===== src/rtl/bp_io_wormhole_deserializer_pkg.sv =====
// Shared types for the I/O command NoC receive endpoint: header layout,
// deserializer FSM states and the header-width macro.
`ifndef BP_IO_HDR_WIDTH
`define BP_IO_HDR_WIDTH(cord_w, len_w) ((cord_w) + (len_w))
`endif

package bp_io_wormhole_deserializer_pkg;

  localparam int unsigned lp_flit_width = 64;
  localparam int unsigned lp_cord_width = 8;
  localparam int unsigned lp_len_width  = 4;
  localparam int unsigned lp_max_len    = 7;

  typedef enum logic [1:0] {
    e_idle,
    e_body,
    e_drain,
    e_full
  } state_e;

  // Header flit: cord in the LSBs, len above it, the rest is payload.
  typedef struct packed {
    logic [lp_flit_width-`BP_IO_HDR_WIDTH(lp_cord_width, lp_len_width)-1:0] payload;
    logic [lp_len_width-1:0]  len;
    logic [lp_cord_width-1:0] cord;
  } io_hdr_s;

endpackage


===== src/rtl/bp_io_flit_buffer.sv =====
// Slot-addressed flit store. A header capture writes slot 0 and clears all
// other slots so unused slots of a short packet read back as zero.
module bp_io_flit_buffer #(
  parameter int flit_width_p = 64,
  parameter int len_width_p  = 4,
  parameter int slots_p      = 8
) (
  input  logic                            clk_i,
  input  logic                            reset_n_i,
  input  logic                            i_we,
  input  logic                            i_clr,
  input  logic [len_width_p-1:0]          i_slot,
  input  logic [flit_width_p-1:0]         i_data,
  output logic [slots_p*flit_width_p-1:0] o_pkt
);

  logic [flit_width_p-1:0] r_slot [slots_p];

  for (genvar gi = 0; gi < slots_p; gi++) begin : g_slot
    always_ff @(posedge clk_i) begin
      if (!reset_n_i) begin
        r_slot[gi] <= '0;
      end else if (i_clr) begin
        r_slot[gi] <= (gi == 0) ? i_data : '0;
      end else if (i_we && (i_slot == len_width_p'(gi))) begin
        r_slot[gi] <= i_data;
      end
    end
    assign o_pkt[gi*flit_width_p +: flit_width_p] = r_slot[gi];
  end

endmodule


===== src/rtl/bp_io_wormhole_deserializer.sv =====
// Reassembles wormhole packets (header + len body flits) into one wide
// buffer and hands them to a valid/ready consumer; oversize packets are drained.
module bp_io_wormhole_deserializer
  import bp_io_wormhole_deserializer_pkg::*;
#(
  parameter int flit_width_p = lp_flit_width,
  parameter int cord_width_p = lp_cord_width,
  parameter int len_width_p  = lp_len_width,
  parameter int max_len_p    = lp_max_len
) (
  input  logic                                clk_i,
  input  logic                                reset_n_i,
  input  logic [flit_width_p+1:0]             link_i,
  output logic [flit_width_p+1:0]             link_o,
  output logic [(max_len_p+1)*flit_width_p-1:0] pkt_o,
  output logic [len_width_p-1:0]              pkt_len_o,
  output logic                                pkt_v_o,
  input  logic                                pkt_ready_and_i,
  output logic                                err_o
);

  localparam int lp_hdr_width = `BP_IO_HDR_WIDTH(cord_width_p, len_width_p);
  localparam logic [len_width_p-1:0] lp_max_len_c = len_width_p'(max_len_p);

  state_e                  r_state, w_state_next;
  logic [len_width_p-1:0]  r_cnt, r_len;
  logic                    w_link_v, w_ready, w_xfer, w_last, w_fits;
  logic                    w_we, w_clr;
  logic [flit_width_p-1:0] w_flit;
  logic [len_width_p-1:0]  w_hdr_len;

  assign w_link_v  = link_i[flit_width_p+1];
  assign w_flit    = link_i[flit_width_p:1];
  assign w_hdr_len = w_flit[lp_hdr_width-1:cord_width_p];
  assign w_fits    = (w_hdr_len <= lp_max_len_c);
  assign w_xfer    = w_link_v & w_ready;
  assign w_last    = (r_cnt == r_len);

  always_ff @(posedge clk_i) begin
    if (!reset_n_i) begin
      r_state <= e_idle;
      r_cnt   <= '0;
      r_len   <= '0;
    end else begin
      r_state <= w_state_next;
      if (r_state == e_idle && w_xfer) begin
        r_cnt <= len_width_p'(1);
        r_len <= w_hdr_len;
      end else if ((r_state == e_body || r_state == e_drain) && w_xfer) begin
        r_cnt <= r_cnt + 1'b1;
      end
    end
  end

  always_comb begin
    w_state_next = r_state;
    case (r_state)
      e_idle: begin
        if (w_xfer) begin
          if (w_hdr_len == '0) w_state_next = e_full;
          else if (w_fits)     w_state_next = e_body;
          else                 w_state_next = e_drain;
        end
      end
      e_body:  if (w_xfer && w_last) w_state_next = e_full;
      e_drain: if (w_xfer && w_last) w_state_next = e_idle;
      e_full:  if (pkt_ready_and_i)  w_state_next = e_idle;
      default: w_state_next = e_idle;
    endcase
  end

  // Outputs are forced low while reset is held, even before the first edge.
  always_comb begin
    w_ready = 1'b0;
    pkt_v_o = 1'b0;
    err_o   = 1'b0;
    w_we    = 1'b0;
    w_clr   = 1'b0;
    if (reset_n_i) begin
      case (r_state)
        e_idle: begin
          w_ready = 1'b1;
          w_clr   = w_link_v & w_fits;
        end
        e_body: begin
          w_ready = 1'b1;
          w_we    = w_link_v;
        end
        e_drain: begin
          w_ready = 1'b1;
          err_o   = w_link_v & w_last;
        end
        e_full:  pkt_v_o = 1'b1;
        default: ;
      endcase
    end
  end

  assign link_o    = {1'b0, {flit_width_p{1'b0}}, w_ready};
  assign pkt_len_o = r_len;

  bp_io_flit_buffer #(
    .flit_width_p(flit_width_p),
    .len_width_p (len_width_p),
    .slots_p     (max_len_p+1)
  ) u_buf (
    .clk_i    (clk_i),
    .reset_n_i(reset_n_i),
    .i_we     (w_we),
    .i_clr    (w_clr),
    .i_slot   (r_cnt),
    .i_data   (w_flit),
    .o_pkt    (pkt_o)
  );

endmodule


===== config.mk =====
export PLATFORM = sky130hd
export DESIGN_NAME = bp_io_wormhole_deserializer
export DESIGN_NICKNAME = d
export VERILOG_FILES = /design/src/rtl/bp_io_wormhole_deserializer_pkg.sv /design/src/rtl/bp_io_flit_buffer.sv /design/src/rtl/bp_io_wormhole_deserializer.sv
export SDC_FILE = /design/constraint.sdc
export NUM_CORES = 1
export LEC_CHECK = 0
export ABC_AREA = 1
export CELL_PAD_IN_SITES_DETAIL_PLACEMENT = 1
export CELL_PAD_IN_SITES_GLOBAL_PLACEMENT = 1
export CORE_AREA = 2 2 196 342
export CTS_BUF_LIST = sky130_fd_sc_hd__clkbuf_2 sky130_fd_sc_hd__clkbuf_4 sky130_fd_sc_hd__clkbuf_8
export CTS_CLUSTER_SIZE = 28
export DETAILED_ROUTE_END_ITERATION = 7
export DIE_AREA = 0 0 198 344
export GPL_TIMING_DRIVEN = 1
export PLACE_DENSITY_LB_ADDON = 0.1
export SETUP_SLACK_MARGIN = 0.1
export SKIP_LAST_GASP = 1
export SYNTH_ARGS = -nofsm -noshare
export SYNTH_HDL_FRONTEND = slang
export SYNTH_HIERARCHICAL = 1
export SYNTH_SLANG_ARGS = --single-unit

===== constraint.sdc =====
create_clock -name clk_i -period 9.3 [get_ports clk_i]
set_clock_uncertainty 0.05 [all_clocks]
set_input_delay 1.395 -clock clk_i [delete_from_list [all_inputs] [get_ports clk_i]]
set_output_delay 1.395 -clock clk_i [all_outputs]
set_load 0.005 [all_outputs]

# [Word level (Yosys, flattened, before mapping)]
# Memory sizes are Yosys's and may differ from the RTL's.
# Cells that the tools add are included.
[classes] add_sub_neg=1 magnitude_cmp=1 eq_ne=15 mux=71 bitwise_logic=20 n_reduce_logical=19
[op_table] op="$mux 64" n=16
[op_table] op="$mux 1" n=48
[op_table] op="$eq 4x3->1 const B" n=4
[op_table] op="$or 1x1->1" n=16
[op_table] op="$mux 2" n=6
[op_table] op="$logic_and 1x1->1" n=11
[op_table] op="$eq 4x2->1 const B" n=2
[op_table] op="$logic_not 4->1" n=2
[op_table] op="$pmux 2 s4" n=1
[op_table] op="$add 4x1->4 const B" n=1
[op_table] op="$eq 2x2->1 const B" n=2
[op_table] op="$eq 4x1->1 const B" n=1
[op_table] op="$eq 4x4->1" n=1
[op_table] op="$le 4x3->1 const B" n=1
[op_table] op="$ne 2x1->1 const B" n=2
[op_table] op="$ne 2x2->1 const B" n=2
[op_table] op="$reduce_and 4->1" n=1
[op_table] op="$and 1x1->1" n=3
[op_table] op="$reduce_or 3->1" n=1
[op_table] op="$eq 2x1->1 const B" n=1
[op_table] op="$logic_not 2->1" n=1
[op_table] op="$reduce_bool 2->1" n=1
[op_table] op="$reduce_or 2->1" n=1
[op_table] op="$logic_or 1x1->1" n=1
[op_table] op="$not 1->1" n=1
[totals] regBits=10 mem_bits_rw=512 wordCells=132 mem_count=1
[mem_list] memory="u_buf.r_slot" depth=8 width=64 rd=8 rd_ports_with_merged_regs=0 write_ports=8 line="bp_io_flit_buffer.sv:17" text="logic [flit_width_p-1:0] r_slot [slots_p];"

# [Longest topological paths before layout]
# Gate-level depths: netlist of the first run.
[logic_depth] depth_word=9 ltp_mapped=13

# [Cells and area by module]
# Netlist of the first run, hierarchy kept.
[modules_own_cells] mod="bp_io_flit_buffer" instances=1 cells_per_inst=1180 area_each_um2=18186.2 seq_area_each_um2=15374.7
[modules_own_cells] mod="bp_io_wormhole_deserializer" instances=1 cells_per_inst=167 area_each_um2=1207.4 seq_area_each_um2=200.2

# [Least setup slack after synthesis of the first run]
# No wires, ideal clock.
[synth_path] path_type="input-to-reg" start="in reset_n_i" end="mem u_buf.r_slot[0][0] (enable)" setup_time_ps=574 arrival_time_ps=6370 setup_slack_ps=2306 cell_stages=6 n_path_buf=1 path_cell_list="buf_6 -> nand2_4 -> nor2_1 -> inv_1 -> nand3_2 -> o21ai_0"
[synth_rtl] element="start, declared" line="bp_io_wormhole_deserializer.sv:12" text="input logic reset_n_i,"
[synth_rtl] element="end, declared" line="bp_io_flit_buffer.sv:17"

==> impl_metrics.ini, run 1 <==
[sta]
rsz0062_at_grt = false
finalMaxSlewViolations = 0
fin_crit_ns = 4.91
setup_tns_ns = 0
tightest_slew_ns = 1.15
hold_viol = 0
slew_headroom_pct = 23.1
setup_viol = 0
finalHoldWorstSlack_ns = 0.488
fmax_mhz = 204
period_share_pct = 52.8

[logic_synthesis]
synth_ff_type = edfxtp_1
synth_compound_area_share_pct = 0.613
synth_cells = 1347
synthAdderAreaFrac_pct = 0.387
yosysSeqAreaShare_pct = 80.3
async_flop_share_pct = 0
synth-simple-area-share_pct = 11.7
synthesis.area_um2 = 19400
synth_edf_count = 512
synth_mux_area_share_pct = 0
synth_cell_types = 26
synth_top_family_by_area = simple AND/OR/NAND/NOR gates
syn_area_per_cell_um2 = 14.4
synth-seq-cells = 522
synth-xor-area-share_pct = 0
ys_warn_count = 6

[drt]
drc_errors = 0
drtIter0Drc = 525
post_drt_wl_per_cell_um = 24.0
routed_wl_um = 70000
vias = 12500
ant_nets = 0
dr.pass1.iters = 4
viasPerCell = 4.29

[cells_and_area]
area_growth_pct = 40.8
final_nets = 2045
layout_commonest_cell = clkdlybuf4s50_1
final_area_um2 = 27300
drive_gt1_share_pct = 7.93
final_cell_mix = clkdlybuf4s50_1 (586), nor2_1 (527), edfxtp_1 (512)

[global_route]
grt_max_degree = 66
grt.overflow.total = 0
first_global_vias = 12900
track_usage_pct = 20.1
antenna_found_initial = 1
grt_pass1_wl_um = 96500

[setup_path]
crit_slowest_cell = clkdlybuf4s50_1
cp.required_ns = 9.54
crit_top_cell = nand2_4
path_class = primary input to register
path_cells = clkdlybuf4s50_1 > nand2_4 > nor2_1 > nand3_2 > nor2_2 > nand2_4 > nand2_4 > buf_4
cp_max_fo = 65
end_kind = register
cp.arrival_ns = 5.15
worst_setup_path_start_kind = primary input
cpPeakStageDelay_ns = 0.83

[clock_tree]
cts-root-buf = clkbuf_8
path_clk_slew_ns = 0.06
ctsHoldBuffers = 0
cts_setup_buffers = 0
clkLatencyLatePin_ns = 0.67
cts-buffers-inserted = 80
post_cts_resized = 0
cts.sinks = 522
cts.htree.levels = 3
cts_tree = yes
clock_path_buffers = 3

[placed_design]
io_buffers = 586
place_hpwl_um = 46100
place_area_um2 = 25800
finalWeightedCongestion = 0.743

[die]
io_pins = 653
floorplan.initialDensity_pct = 29.7
die-width_um = 198
core_area_um2 = 65300
num_rows = 124
die_area_um2 = 68100
dieHeight_um = 344

[status]
status = completed

[hold_path]
min_path_type = register to register

[power_and_ir_drop]
ir_drop_mv = 0.114
p_leak_nw = 10.6
p_per_area_nw_per_um2 = 199

[job]
maxCapViolCount = 0
[metrics by stage]
step                util (%)  std cells  setup slack (ns)  power [mW]
floorplan                  -       1411              2.31        3.13
finish                  41.8       2914              4.39        5.44
global route            41.8       2914              4.19        5.68
global placement        39.5       2770              3.64        3.67
CTS                     41.8       2913              4.28        5.55
detailed placement      39.5       2770              3.51        3.68
[registers in the layout, summed over array words and instances (netlist names)]
register,cells
pkt_len_o,4
r_cnt,4
r_state,2
u_buf/r_slot,512
[area by class of cell]
type                            count  area, um^2
Tap cell                          882        1100
Fill cell                        6868       38000
Antenna cell                        1        2.50
Timing Repair Buffer              599        5960
Clock buffer                      106        1310
Sequential cell                   522       15600
Inverter                           92         345
Clock inverter                     37         184
Multi-Input combinational cell    675        2830
[path summary, 6_finish.rpt]
check               startpoint                    to  slack [ns]  cells after the start
setup / recovery     reset_n_i  u_buf/r_slot[0][181]        4.39                      8
hold / removal    pkt_len_o[0]          pkt_len_o[0]        0.49                      2
hold reg to reg   pkt_len_o[0]          pkt_len_o[0]        0.49                      2
setup reg to reg    r_state[0]  u_buf/r_slot[0][181]        5.10                     12
[kinds of logic after synthesis]
group           Yosys count
simple gates            584
flops                   522
buf+inv                 214
compound gates           20
fa+ha+maj                 6
other cells               1
[cells in the mapped netlist, drive strengths merged (2+ instances only)]
cell type | instances | area share (%)
nand3 | 5 | 0.18
dfxtp | 10 | 1.0
clkbuf | 7 | 0.14
nor3 | 2 | 0.052
a21oi | 7 | 0.24
nand2 | 42 | 0.93
buf | 115 | 5.0
inv | 92 | 1.8
ha | 6 | 0.39
nor2 | 533 | 10
o21ai | 10 | 0.26
edfxtp | 512 | 79
[power by group]
| group | leakage, nW | internal (mW) | switching [mW] | total [mW] |
|---|---|---|---|---|
| Combinational | 4.43 | 0.357 | 0.395 | 0.753 |
| Sequential | 5.43 | 2.79 | 0.0653 | 2.86 |
| Clock | 0.781 | 0.920 | 0.915 | 1.83 |
[worst max-delay path: cells and delay by family]
| kind | cells | cell delay [ns] |
|---|---|---|
| buffers and inverters | 2 | 1.48 |
| AND/OR/NAND/NOR | 6 | 2.11 |
[metal layers]
metal  routed length, um  global-route usage (%)
met2               37500                    37.5
met1               24700                    20.8
met3                5920                    6.78
met4                1800                    7.00
met5                   0                       0
No activity file was read; power rests on OpenSTA's default activity.
==> run 2, diff against run 1 <==
clock period = 4.5 ns   (was 9.3 ns; I/O delays follow)
==> run 2 against run 1 <==
Effect of this change:
- sequential cell count is the same
- die area is the same
- worst setup slack lost 3.0 ns
- combinational power grew 110%
- utilization grew 0.25 points
- first-iteration DRC count shrank 5.9%
- critical endpoint is now err_o
- largest cell class unchanged
==> impl_metrics.ini, run 2 (synthesis gave the netlist of run 1 again) <==
[placed_design]
io_buffers = 586
finalWeightedCongestion = 0.745
place_hpwl_um = 47900
place_ws_ns = 1.08
placed_cells = 2785

[setup_path]
cp_top_family = buffers and inverters
startpoint = r_cnt[1]
ff2ff_setup_slack_ns = 1.48
cp.arrival_ns = 2.43
cp.required_ns = 3.77
end_kind = primary output
cp.depth = 7
path_class = register to primary output
crit_end = err_o
cpPeakStageDelay_ns = 0.56
cp_num_buf_inv = 2
crit_slowest_cell = clkdlybuf4s50_1
cp_max_fo = 8
worst_setup_path_start_kind = register
crit_top_cell = nand2_1
r2r_start = r_state[0]
r2r-end = u_buf/r_slot[1][34]
path_cells = inv_1 > nand2_1 > nand2_1 > nor2_1 > nand2_1 > nor3_1 > clkdlybuf4s50_1
reg2regPathDepth = 13

[drt]
ant_nets = 0
drtIter0Drc = 494
dr.pass1.iters = 5
routed_wl_um = 70600
post_drt_wl_per_cell_um = 24.2
vias = 12600
drc_errors = 0
viasPerCell = 4.33

[cells_and_area]
layout_commonest_cell = clkdlybuf4s50_1
fin_util_pct = 42.1
drive_gt1_share_pct = 7.97
layout.cells.non_filler = 2916
largest_register_ffs = 512
fill_cells = 6858
area_growth_pct = 41.7
final_cell_mix = clkdlybuf4s50_1 (586), nor2_1 (527), edfxtp_1 (512)
largest_register = u_buf/r_slot
final_nets = 2061

[clock_tree]
cts_tree = yes
ctsHoldBuffers = 0
cts-root-buf = clkbuf_8
clkLatencyLatePin_ns = 0.68
clock_path_buffers = 3
path_clk_slew_ns = 0.06
cts.sinks = 522
post_cts_resized = 0
cts-buffers-inserted = 81
cts_setup_buffers = 0
cts.htree.levels = 3

[die]
die-width_um = 198
floorplan.initialDensity_pct = 29.7
num_rows = 124
io_pins = 653
core_area_um2 = 65300
die_area_um2 = 68100
dieHeight_um = 344

[sta]
slew_headroom_pct = 32.2
setup_viol = 0
finalMaxSlewViolations = 0
tightest_slew_ns = 1.02
period_share_pct = 70.1
fin_crit_ns = 3.15
hold_viol = 0
rsz0062_at_grt = false
fmax_mhz = 317
setup_tns_ns = 0
fin_ws_ns = 1.35

[power_and_ir_drop]
switchingPower_mw = 2.82
p_per_area_nw_per_um2 = 407
ir_drop_mv = 0.248
p_leak_nw = 10.7
p_comb_share_pct = 14.3
clkPwrFrac_pct = 32.9
p_sw_share_pct = 25.2
pwr-share-seq_pct = 52.8
internal-power_mw = 8.36

[hold_path]
min_path_type = register to register
whs_path_depth = 2

[global_route]
antenna_found_initial = 1
grt_pass1_wl_um = 97100
first_global_vias = 13100
grt.overflow.total = 0
track_usage_pct = 20.3
grt_max_degree = 65

[status]
status = completed

[job]
maxCapViolCount = 0
## run 2: layout make-up
| cell class | count | area [um^2] | share of cell area (%) |
|---|---|---|---|
| clock buffers | 98 | 1250 | 4.57 |
| inverters | 92 | 345 | 1.26 |
| well taps | 882 | 1100 | 4.02 |
| multi-input cells | 675 | 2830 | 10.3 |
| repair buffers | 614 | 6210 | 22.6 |
| flip-flops and latches | 522 | 15600 | 56.7 |
| clock inverters | 32 | 149 | 0.542 |
| diodes | 1 | 2.50 | 0.00911 |
## run 2: through the flow
step	hold WS [ns]	power, mW	cell area, um^2
2_1_floorplan	0.422	6.45	19600
3_3_place_gp	0.431	7.62	26100
3_5_place_dp	0.439	7.64	26100
4_1_cts	0.450	11.4	27500
5_1_grt	0.482	11.6	27500
6_report	0.443	11.2	27500
## run 2: worst min path at each step
stage | slack, ns | start | to
after CTS | 0.45 | pkt_len_o[0] | pkt_len_o[0]
final | 0.44 | pkt_len_o[0] | pkt_len_o[0]
after global placement | 0.43 | pkt_len_o[0] | pkt_len_o[0]
after floorplan | 0.42 | pkt_len_o[0] | pkt_len_o[0]
after global routing | 0.48 | pkt_len_o[0] | pkt_len_o[0]
after detailed placement | 0.44 | pkt_len_o[0] | pkt_len_o[0]
## run 2: tightest hold or removal path, cell delays in order, from the launching register on
cell and delay (ns):
dfxtp_1 0.32, inv_1 0.07, a21oi_1 0.05
## run 2: power by group through the flow
stage,registers (mW),logic [mW],clock network (mW)
finish,5.90,1.60,3.68
global route,5.93,1.71,4.00
CTS,5.90,1.64,3.84
detailed placement,6.00,1.64,0
global placement,5.98,1.64,0
floorplan,6.05,0.400,0
## run 2: metal layers
layer  GRT usage, %  wire, um
met1           21.0     24800
met5              0         0
met2           37.5     37300
met4           7.42      2040
met3           7.15      6400
==> run 3, diff against run 2 <==
clock period = 3.25 ns   (was 4.5 ns; I/O delays follow)
==> run 3 against run 2 <==
Effect of this change:
- final cell count grew 0.72%
- combinational power grew 39%
- critical path type unchanged
- register-to-register slack lost 0.96 ns
- power rose by 42%
- highest routed layer unchanged
==> impl_metrics.ini, run 3 (synthesis gave the netlist of run 1 again) <==
[status]
status = completed

[power_and_ir_drop]
ir_drop_mv = 0.278
p_per_area_nw_per_um2 = 572
p_leak_nw = 10.9
power_mw = 15.9

[sta]
slew_headroom_pct = 61.2
hold_viol = 0
rsz0062_at_grt = false
tightest_slew_ns = 0.582
setup_tns_ns = 0
fmax_mhz = 349
setup_viol = 0
period_share_pct = 88.3
finalMaxSlewViolations = 0
fin_crit_ns = 2.87

[placed_design]
placed_cells = 2789
finalWeightedCongestion = 0.759
io_buffers = 586
place_hpwl_um = 47700

[setup_path]
r2r-end = u_buf/r_slot[1][75]
cp.arrival_ns = 2.33
cpPeakStageDelay_ns = 0.56
r2r_start = r_state[0]
path_class = register to primary output
path_cells = inv_1 > nand2_1 > nand2_1 > nor2_1 > nand2_1 > nor3_1 > clkdlybuf4s50_1
crit_slowest_cell = clkdlybuf4s50_1
worst_setup_path_start_kind = register
end_kind = primary output
cp_max_fo = 8
crit_top_cell = nand2_1
cp.required_ns = 2.71
ff2ff_setup_slack_ns = 0.52
reg2regPathDepth = 12

[clock_tree]
clock_path_buffers = 3
cts_setup_buffers = 0
cts-root-buf = clkbuf_8
cts.sinks = 522
cts-buffers-inserted = 81
cts.htree.levels = 3
clkLatencyLatePin_ns = 0.66
cts_tree = yes
path_clk_slew_ns = 0.06

[global_route]
grt_pass1_wl_um = 97500
grt.overflow.total = 0
track_usage_pct = 20.3
first_global_vias = 13400
antenna_found_initial = 1
grt_max_degree = 65

[cells_and_area]
layout.cells.non_filler = 2937
largest_register_ffs = 512
final_cell_mix = clkdlybuf4s50_1 (586), nor2_1 (527), edfxtp_1 (512)
final_nets = 2065
drive_gt1_share_pct = 8.96
layout_commonest_cell = clkdlybuf4s50_1
largest_register = u_buf/r_slot
area_growth_pct = 43.4

[die]
dieHeight_um = 344
io_pins = 653
num_rows = 124
die-width_um = 198
floorplan.initialDensity_pct = 29.7
core_area_um2 = 65300
die_area_um2 = 68100

[hold_path]
min_path_type = register to register
whs_path_depth = 2
hp-start = pkt_len_o[2]
holdPathEnd = pkt_len_o[2]

[drt]
drc_errors = 0
viasPerCell = 4.34
ant_nets = 0
routed_wl_um = 70400
post_drt_wl_per_cell_um = 24.0
dr.pass1.iters = 4
vias = 12700
drtIter0Drc = 532

[job]
maxCapViolCount = 0
run 3: cell types whose count changed in the layout (fill, tap and decap cells not counted), sizes merged:
cell	before	now
clkinv	27	34
clkbuf	98	104
buf	28	32
bufinv	0	3
inv	95	96
run 3: timing repair:
action	CTS	global route
resized for setup	0	2
endpoints found under the setup margin	0	1
hold buffers	0	0
run 3: stage by stage:
stage | instance area, um^2 | worst slack, ns | hold slack, ns | utilization [%]
after CTS | 27800 | 0.103 | 0.401 | 42.6
after detailed placement | 26200 | 0.307 | 0.457 | 40.2
after global placement | 26200 | 0.339 | 0.441 | 40.2
after floorplan | 19700 | -0.0983 | 0.422 | -
after global routing | 27800 | 0.137 | 0.459 | 42.6
final | 27800 | 0.381 | 0.463 | 42.6
run 3: cell type report:
class / instances / area (um^2)
well taps: 882 / 1100
repair buffers: 618 / 6370
clock inverters: 43 / 282
inverters: 92 / 345
fillers: 6874 / 37500
diodes: 1 / 2.50
flip-flops and latches: 522 / 15600
multi-input cells: 675 / 2830
clock buffers: 104 / 1310
run 3: critical path: cells and delay by family, from the launching register on:
kind	cells	cell delay (ns)
buf+inv	2	0.66
simple gates	5	0.60
flops	1	0.42
run 3: worst max path at each step:
stage               startpoint                  end  slack [ns]  depth (start not counted)
global placement    link_i[12]  u_buf/r_slot[1][71]        0.34                         10
global route          r_cnt[1]                err_o        0.14                          7
floorplan           r_state[0]   u_buf/r_slot[0][0]        -0.1                          9
CTS                   r_cnt[1]                err_o        0.10                          7
finish                r_cnt[1]                err_o        0.38                          7
detailed placement  link_i[12]  u_buf/r_slot[1][69]        0.31                         10
run 3: routing by layer:
| metal | track usage [%] | part of all wire [%] |
|---|---|---|
| met2 | 37.6 | 53 |
| met1 | 21.1 | 36 |
| met3 | 6.70 | 8.3 |
| met5 | 0 | 0 |
| met4 | 7.71 | 2.8 |
run 3: power breakdown:
part           switching [mW]  internal (mW)  leakage, nW  total, mW
logic                    1.14           1.08         4.63       2.23
registers               0.189           7.98         5.43       8.17
clock network            2.64           2.89        0.833       5.52
